<file path="src/rtl/execute_pipe.sv">
// Execute stage: ALU, address generation, branch evaluation and an optional iterative
// multiplier (enabled by defining EXECUTE_PIPE_MUL_EN), with a registered valid/ready output.
module execute_pipe #(
   parameter int REG_WIDTH      = 16,
   parameter int REG_IDX_WIDTH  = 4,
   parameter int MUL_RADIX_BITS = 2
) (
   input  logic                     I_CLOCK,
   input  logic                     I_RESET_N,
   input  logic                     I_Flush,
   input  logic                     I_Valid,
   output logic                     O_Ready,
   input  logic [3:0]               I_AluOp,
   input  logic                     I_UseImm,
   input  logic [REG_WIDTH-1:0]     I_Src1Value,
   input  logic [REG_WIDTH-1:0]     I_Src2Value,
   input  logic [REG_WIDTH-1:0]     I_Imm,
   input  logic [REG_IDX_WIDTH-1:0] I_DestRegIdx,
   input  logic [2:0]               I_BrCond,
   output logic                     O_Valid,
   input  logic                     I_Ready,
   output logic [REG_WIDTH-1:0]     O_ALUOut,
   output logic [REG_IDX_WIDTH-1:0] O_DestRegIdx,
   output logic                     O_BrTaken,
   output logic                     O_Illegal,
   output logic                     O_Busy
);

   localparam int SHW = $clog2(REG_WIDTH);

   localparam logic [3:0] OP_ADD  = 4'd0;
   localparam logic [3:0] OP_SUB  = 4'd1;
   localparam logic [3:0] OP_AND  = 4'd2;
   localparam logic [3:0] OP_OR   = 4'd3;
   localparam logic [3:0] OP_XOR  = 4'd4;
   localparam logic [3:0] OP_MOV  = 4'd5;
   localparam logic [3:0] OP_MOVI = 4'd6;
   localparam logic [3:0] OP_SHL  = 4'd7;
   localparam logic [3:0] OP_SRA  = 4'd8;
   localparam logic [3:0] OP_ADDR = 4'd9;
   localparam logic [3:0] OP_BR   = 4'd10;

   if (REG_WIDTH % MUL_RADIX_BITS != 0) begin : g_bad_radix
      $error("MUL_RADIX_BITS must divide REG_WIDTH");
   end

   logic [REG_WIDTH-1:0] opb;
   logic [REG_WIDTH-1:0] alu_res;
   logic                 alu_taken;
   logic                 alu_illegal;
   logic                 br_n, br_z, br_p;
   logic [SHW-1:0]       shamt;
   logic                 accept;
   logic                 drain;

   always_comb begin
      opb         = I_UseImm ? I_Imm : I_Src2Value;
      shamt       = opb[SHW-1:0];
      br_n        = I_Src1Value[REG_WIDTH-1];
      br_z        = (I_Src1Value == '0);
      br_p        = !br_n && !br_z;
      alu_res     = '0;
      alu_taken   = 1'b0;
      alu_illegal = 1'b0;
      case (I_AluOp)
         OP_ADD:  alu_res = I_Src1Value + opb;
         OP_SUB:  alu_res = I_Src1Value - opb;
         OP_AND:  alu_res = I_Src1Value & opb;
         OP_OR:   alu_res = I_Src1Value | opb;
         OP_XOR:  alu_res = I_Src1Value ^ opb;
         OP_MOV:  alu_res = I_Src1Value;
         OP_MOVI: alu_res = opb;
         OP_SHL:  alu_res = I_Src1Value << shamt;
         OP_SRA:  alu_res = REG_WIDTH'($signed(I_Src1Value) >>> shamt);
         OP_ADDR: alu_res = I_Src1Value + opb;
         // Branch target is always computed from the base PC, taken or not.
         OP_BR: begin
            alu_res   = I_Src2Value + I_Imm;
            alu_taken = |(I_BrCond & {br_n, br_z, br_p});
         end
`ifdef EXECUTE_PIPE_MUL_EN
         4'd11:   alu_res = '0;
`endif
         default: alu_illegal = 1'b1;
      endcase
   end

   // Handshake: an op enters when I_Valid && O_Ready, a result leaves when
   // O_Valid && I_Ready; outputs are held stable while O_Valid && !I_Ready.
   assign accept = I_Valid && O_Ready;
   assign drain  = O_Valid && I_Ready;

`ifdef EXECUTE_PIPE_MUL_EN
   localparam int STEPS = REG_WIDTH / MUL_RADIX_BITS;
   localparam int CNT_W = $clog2(STEPS + 1);

   typedef enum logic {S_IDLE, S_MUL} state_t;

   state_t                    state_q, state_d;
   logic [CNT_W-1:0]          cnt_q;
   logic [REG_WIDTH-1:0]      acc_q, mcand_q, mplier_q, partial;
   logic [REG_IDX_WIDTH-1:0]  mul_dest_q;
   logic [MUL_RADIX_BITS-1:0] digit;
   logic                      is_mul;

   assign is_mul  = (I_AluOp == 4'd11);
   assign O_Busy  = (state_q == S_MUL);
   assign O_Ready = (state_q == S_IDLE) && (!O_Valid || I_Ready);

   always_comb begin
      state_d = state_q;
      case (state_q)
         S_IDLE:  if (!I_Flush && accept && is_mul) state_d = S_MUL;
         S_MUL:   if (I_Flush || cnt_q == CNT_W'(1)) state_d = S_IDLE;
         default: state_d = S_IDLE;
      endcase
   end

   // Shift-and-add over MUL_RADIX_BITS multiplier bits, LSB first.
   always_comb begin
      digit   = mplier_q[MUL_RADIX_BITS-1:0];
      partial = '0;
      for (int i = 0; i < MUL_RADIX_BITS; i++) begin
         if (digit[i]) partial = partial + (mcand_q << i);
      end
   end

   always_ff @(negedge I_CLOCK or negedge I_RESET_N) begin
      if (!I_RESET_N) state_q <= S_IDLE;
      else            state_q <= state_d;
   end
`else
   assign O_Busy  = 1'b0;
   assign O_Ready = !O_Valid || I_Ready;
`endif

   always_ff @(negedge I_CLOCK or negedge I_RESET_N) begin
      if (!I_RESET_N) begin
         O_Valid      <= 1'b0;
         O_ALUOut     <= '0;
         O_DestRegIdx <= '0;
         O_BrTaken    <= 1'b0;
         O_Illegal    <= 1'b0;
`ifdef EXECUTE_PIPE_MUL_EN
         cnt_q        <= '0;
         acc_q        <= '0;
         mcand_q      <= '0;
         mplier_q     <= '0;
         mul_dest_q   <= '0;
`endif
      end else if (I_Flush) begin
         O_Valid <= 1'b0;
`ifdef EXECUTE_PIPE_MUL_EN
         cnt_q   <= '0;
`endif
      end else if (accept) begin
`ifdef EXECUTE_PIPE_MUL_EN
         if (is_mul) begin
            O_Valid    <= 1'b0;
            cnt_q      <= CNT_W'(STEPS);
            acc_q      <= '0;
            mcand_q    <= I_Src1Value;
            mplier_q   <= opb;
            mul_dest_q <= I_DestRegIdx;
         end else
`endif
         begin
            O_Valid      <= 1'b1;
            O_ALUOut     <= alu_res;
            O_DestRegIdx <= I_DestRegIdx;
            O_BrTaken    <= alu_taken;
            O_Illegal    <= alu_illegal;
         end
      end
`ifdef EXECUTE_PIPE_MUL_EN
      else if (state_q == S_MUL) begin
         cnt_q    <= cnt_q - CNT_W'(1);
         acc_q    <= acc_q + partial;
         mcand_q  <= mcand_q << MUL_RADIX_BITS;
         mplier_q <= mplier_q >> MUL_RADIX_BITS;
         if (cnt_q == CNT_W'(1)) begin
            O_Valid      <= 1'b1;
            O_ALUOut     <= acc_q + partial;
            O_DestRegIdx <= mul_dest_q;
            O_BrTaken    <= 1'b0;
            O_Illegal    <= 1'b0;
         end
      end
`endif
      else if (drain) begin
         O_Valid <= 1'b0;
      end
   end

endmodule

</file>
<file path="config.mk">
export PLATFORM = sky130hd
export DESIGN_NAME = execute_pipe
export DESIGN_NICKNAME = d
export VERILOG_FILES = /design/src/rtl/execute_pipe.sv
export SDC_FILE = /design/constraint.sdc
export NUM_CORES = 1
export LEC_CHECK = 0
export CAP_MARGIN = 20
export CORE_MARGIN = 2
export CORE_UTILIZATION = 51
export DETAILED_ROUTE_END_ITERATION = 10
export PLACE_DENSITY = 0.77
export SLEW_MARGIN = 20
export SYNTH_ARGS = -nofsm -noshare
export SYNTH_HDL_FRONTEND = slang
export SYNTH_SLANG_ARGS = --single-unit
</file>
<file path="constraint.sdc">
create_clock -name I_CLOCK -period 4.4 [get_ports I_CLOCK]
set_input_delay 1.1 -clock I_CLOCK [delete_from_list [all_inputs] [get_ports I_CLOCK]]
set_output_delay 1.1 -clock I_CLOCK [all_outputs]
set_load 0.02 [all_outputs]
</file>
==> results of run 1 <==
## timing repair
action	in CTS
pin swaps	71
gates cloned	2
resized for setup	291
setup endpoints to repair	46
buffers inserted	38
## per-stage QoR
| stage | area (um2) | cells | setup slack (ns) | hold slack (ns) |
|---|---|---|---|---|
| 4_1_cts | 9220 | 1130 | -1.38 | 0.446 |
| 2_1_floorplan | 5520 | 667 | -1.98 | 0.551 |
| 3_5_place_dp | 8190 | 1089 | -2.62 | 0.451 |
| 3_3_place_gp | 8190 | 1089 | -2.29 | 0.424 |
## Yosys cell counts (all sizes together) (4+ instances only)
| cell type | number |
|---|---|
| ha | 66 |
| nor2 | 53 |
| a21oi | 47 |
| inv | 45 |
| nand2 | 45 |
| o21ai | 43 |
| mux2i | 37 |
| xnor2 | 30 |
| clkbuf | 24 |
| dfrtn | 23 |
| mux4 | 19 |
| buf | 16 |
| o211ai | 12 |
| a221oi | 11 |
| a22oi | 11 |
| a31oi | 11 |
| nand3 | 11 |
| nor3 | 11 |
| xor2 | 11 |
| o22ai | 10 |
| a22o | 9 |
| nand2b | 9 |
| o221ai | 8 |
| a211oi | 7 |
| mux2 | 7 |
| nor4 | 7 |
| a21o | 6 |
| nor2b | 6 |
| o2111ai | 5 |
| o21a | 5 |
| a32oi | 4 |
| and2 | 4 |
| and3 | 4 |
| nand4 | 4 |
## metal layers
metal  overflow  GRT usage (%)
met1          0           75.7
met2         37           95.7
met3          0           52.0
met4         24           78.9
met5          0           11.9
## logic make-up after synthesis
group | count (synthesis) | synth area share [%]
and+or+nand+nor | 171 | 15.4
adders and majority gates | 68 | 16.0
DFF | 23 | 10.7
buffers and inverters | 85 | 6.78
muxes | 63 | 17.1
other | 1 | 0.0694
AOI/OAI and AO/OA | 215 | 27.3
xor gates and xnor gates | 41 | 6.64
==> impl_metrics.py, run 1 <==
metrics = {
    "sta": {
        "worstEpCategory": "register input",
        "grt-worst-endpoint": "O_ALUOut[12]$_DFFE_NN0P_/D",
    },
    "synth": {
        "synth-seq-area-share_pct": 10.7,
        "synth_ff_type": "dfrtn_1",
        "synthTopCellsByArea": "ha_1 (15%), dfrtn_1 (11%), mux4_2 (7.1%)",
        "avgSynthCellArea_um2": 8.10,
        "synth_async_sr_flop_share_pct": 100,
        "synth_fp_nets": 800,
        "synth_cell_types": 70,
        "synth_edf_count": 0,
        "ys_ff_latch": 23,
        "yosysTopAreaCellShare_pct": 15.3,
        "synth_area_mm2": 0.00540,
        "yosysWarnings": 0,
        "synthCells": 667,
        "yosysTopAreaCell": "ha_1",
    },
    "clock_network": {
        "cts.sinks": 23,
        "cts_max_level": 1,
        "cts_inserted_buffers": 3,
        "hold_buffers": 0,
        "clockRootBuffer": "clkbuf_8",
        "clockBufferDepth": 2,
    },
    "outcome": {
        "haltStage": "global routing (5_1_grt)",
        "error": "[ERROR GRT-0232] Routing congestion too high. Check the congestion heatmap in the GUI.",
        "status": "did not finish",
    },
    "floorplanning": {
        "io_pins": 90,
        "fp.dieH_um": 107,
        "start_util_pct": 52.3,
        "die_x_um": 107,
        "fp-row-count": 37,
    },
    "placement": {
        "io_buffers": 88,
        "gp_congestion": 1.04,
        "dp_hpwl_um": 19900,
    },
    "global_route": {
        "grt_max_degree": 40,
        "globalRouteOverflowTotal": 61,
        "grt_util_all_layers_pct": 75.1,
    },
}
==> inputs of run 2 (changes only) <==
--- a/config.mk
+++ b/config.mk
@@ -7,9 +7,9 @@
 export LEC_CHECK = 0
 export CAP_MARGIN = 20
 export CORE_MARGIN = 2
-export CORE_UTILIZATION = 51
+export CORE_UTILIZATION = 36
 export DETAILED_ROUTE_END_ITERATION = 10
-export PLACE_DENSITY = 0.77
+export PLACE_DENSITY_LB_ADDON = 0.15
 export SLEW_MARGIN = 20
 export SYNTH_ARGS = -nofsm -noshare
 export SYNTH_HDL_FRONTEND = slang
==> impl_metrics.py, run 2 <==
metrics = {
    "clock_network": {
        "clockRootBuffer": "clkbuf_16",
        "cts_inserted_buffers": 3,
        "cts_tree": "yes",
        "clockBufferDepth": 2,
        "path_clk_slew_ns": 0.05,
        "clk_latency_ns": 0.29,
        "cts_max_level": 1,
        "cts.sinks": 23,
    },
    "synth": {
        "synthCells": 667,
        "synthTopCellsByCount": "ha_1 (66), nor2_1 (52), a21oi_1 (46), nand2_1 (45), inv_1 (44)",
        "synth_async_sr_flop_share_pct": 100,
        "synth_most_common_cell": "ha_1",
        "synth_area_mm2": 0.00540,
        "synth_fp_nets": 800,
        "synthTopCellsByArea": "ha_1 (15%), dfrtn_1 (11%), mux4_2 (7.1%)",
        "yosysWarnings": 0,
        "synth_cell_types": 70,
        "avgSynthCellArea_um2": 8.10,
        "yosysTopAreaCell": "ha_1",
        "ys_ff_latch": 23,
        "synth-seq-area-share_pct": 10.7,
        "synth_ff_type": "dfrtn_1",
        "yosysTopAreaCellShare_pct": 15.3,
        "synth_edf_count": 0,
    },
    "layout": {
        "fin_util_pct": 65.7,
        "mostFrequentLayoutCells": "buf_4 (261), ha_1 (57), nor2_1 (44)",
        "syn2layout_area_growth_pct": 77.3,
        "layout_commonest_cell": "buf_4",
        "largest_register_ff_count": 16,
        "largest_registers": "O_ALUOut (16), O_DestRegIdx (4)",
        "fillCellCount": 1248,
        "diodes": 0,
        "drive_above_1_share_pct": 44.0,
        "postLayoutCellArea_mm2": 0.00958,
        "fin_nets": 1151,
        "top_register": "O_ALUOut",
    },
    "detailed_routing": {
        "drtAntennaViolNets": 0,
        "first_pass_iters": 5,
        "drtIter0Drc": 554,
        "vias_per_cell": 5.85,
        "drc": 0,
        "wl_per_cell_um": 22.0,
        "via_count": 7027,
        "finalWirelength_um": 26500,
    },
    "global_route": {
        "antenna_found_initial": 0,
        "grt-busiest-layer": "met2",
        "use_met1_pct": 38.0,
        "grt_max_degree": 40,
        "met2_usage_pct": 54.5,
        "globalRouteOverflowTotal": 0,
        "grt_pass1_vias": 7117,
        "grt_first_pass_wirelength_um": 38900,
        "grt_util_all_layers_pct": 31.0,
        "use_met3_pct": 5.10,
    },
    "outcome": {
        "violations": "negative setup slack",
        "status": "finished, violations left",
    },
    "setup_path": {
        "ff2ff_path_depth": 8,
        "crit_path_max_fanout": 7,
        "required_ns": 2.33,
        "cp-end-kind": "flip-flop",
        "crit_start": "I_UseImm",
        "crit_slowest_cell": "or3_4",
        "r2r-start": "O_Valid",
        "cp-start-kind": "input port",
        "setup.worst_path.end": "O_ALUOut[12]",
        "cp_common_cell": "xnor2_1",
        "cp_num_buf_inv": 4,
        "crit_arrival_ns": 3.77,
        "cpLargestDelayFamily": "compound AO/OA/AOI/OAI gates",
        "r2r_slack_ns": 2.70,
        "crit_chain": "buf_8, buf_6, buf_12, mux2i_2, buf_4, nand4_1, a21oi_4, xnor2_1, ha_1, or3_4, o21ai_4, a31oi_4, xnor2_1, o211ai_1, a221o_1",
        "critical_path_class": "input port to flip-flop",
        "slowest_delay_ns": 0.41,
        "crit_cells": 15,
        "rr_endpoint": "O_ALUOut[15]",
    },
    "placement": {
        "dpl-instance-area_mm2": 0.00842,
        "dp_hpwl_um": 20400,
        "gp_congestion": 0.984,
        "io_buffers": 88,
    },
    "floorplanning": {
        "fp.dieH_um": 127,
        "io_pins": 90,
        "start_util_pct": 37.0,
        "die_x_um": 127,
        "die_area_mm2": 0.0160,
        "fp-row-count": 44,
        "core_mm2": 0.0146,
    },
    "pwr": {
        "cellPowerDensity_mw_per_mm2": 200,
        "internal-power_mw": 1.09,
        "p_total_mw": 1.91,
        "p_leak_nw": 4.51,
        "combPwrFrac_pct": 75.4,
        "p_sw_share_pct": 42.9,
        "pwr-share-seq_pct": 14.1,
        "clockPowerShare_pct": 10.6,
        "peakVddDrop_v": 0.000133,
        "p_sw_uw": 821,
    },
    "sta": {
        "rsz0062_at_grt": "true",
        "setup_violations": 17,
        "fin_skew_ns": 0.00352,
        "tightest_slew_ns": 0.664,
        "fin_ws_ns": -1.44,
        "max_slew_margin_pct": 55.3,
        "finalMaxSlewViolations": 0,
        "finalHoldViolations": 0,
    },
    "flow_run": {
        "cap_violations": 0,
    },
    "worst_hold_path": {
        "worstHoldPathType": "flip-flop to flip-flop",
    },
}
## run 2: cell counts after synthesis
Identical to the previous run, type by type.
## run 2: logic make-up (layout without fill, tap and decap cells)
kind of cell               count (synthesis)  after routing  synth area share [%]
adders and majority gates                 68             68                  16.0
other                                      1              1                0.0694
buffers and inverters                     85            435                  6.78
DFF                                       23             23                  10.7
AOI/OAI and AO/OA                        215            215                  27.3
muxes                                     63             63                  17.1
and+or+nand+nor                          171            171                  15.4
xor gates and xnor gates                  41             41                  6.64
## run 2: worst min-delay path, cell delays in order, from the launching register on
cell     delay (ns)
dfrtn_1        0.40
nand2_1        0.05
o21ai_1        0.06
## run 2: through the flow
stage	setup TNS, ns	hold WS (ns)	setup slack (ns)	instances
CTS	-20.35	0.435	-1.42	1187
global route	-22.82	0.471	-1.55	1201
finish	-20.91	0.430	-1.44	1201
floorplan	-26.04	0.551	-1.98	667
detailed placement	-38.87	0.438	-2.43	1158
global placement	-37.81	0.428	-2.36	1158
## run 2: layout make-up
class,instances,area (um2),share of cell area [%]
clock buffers,3,75.1,0.783
clock inverters,1,5.00,0.0522
inverters,45,171,1.79
multi-input cells,559,5190,54.2
flip-flops and latches,23,576,6.01
well taps,184,230,2.40
repair buffers,386,3330,34.8
## run 2: timing repair
action / in CTS / in global routing
cloned: 2 / 1
hold buffers: 0 / 0
setup buffers: 24 / 14
resized for setup: 184 / 81
pin swaps: 51 / 42
setup endpoints to repair: 46 / 19
## run 2: power by group through the flow
stage | sequential (mW) | clock, mW | combinational [mW]
final | 0.270 | 0.202 | 1.44
after global routing | 0.273 | 0.214 | 1.53
after CTS | 0.270 | 0.205 | 1.31
after detailed placement | 0.275 | 0 | 1.22
after global placement | 0.274 | 0 | 1.20
after floorplan | 0.313 | 0 | 0.575
## run 2: metal layers
layer,vias to the layer above,part of all wire (%)
met5,-,0
met4,0,4.3
met1,3361,40
li1,3235,-
met2,343,48
met3,88,8.0
## run 2: worst min-delay path by stage
stage / startpoint / to / slack [ns] / depth (start not counted)
finish: O_ALUOut[5] / O_ALUOut[5] / 0.43 / 2
floorplan: O_ALUOut[5] / O_ALUOut[5] / 0.55 / 2
CTS: O_BrTaken / O_BrTaken / 0.44 / 2
global route: O_DestRegIdx[0] / O_DestRegIdx[0] / 0.47 / 1
global placement: O_BrTaken / O_BrTaken / 0.43 / 2
detailed placement: O_ALUOut[5] / O_ALUOut[5] / 0.44 / 2
Note: power is estimated with default switching activity, not from simulation.
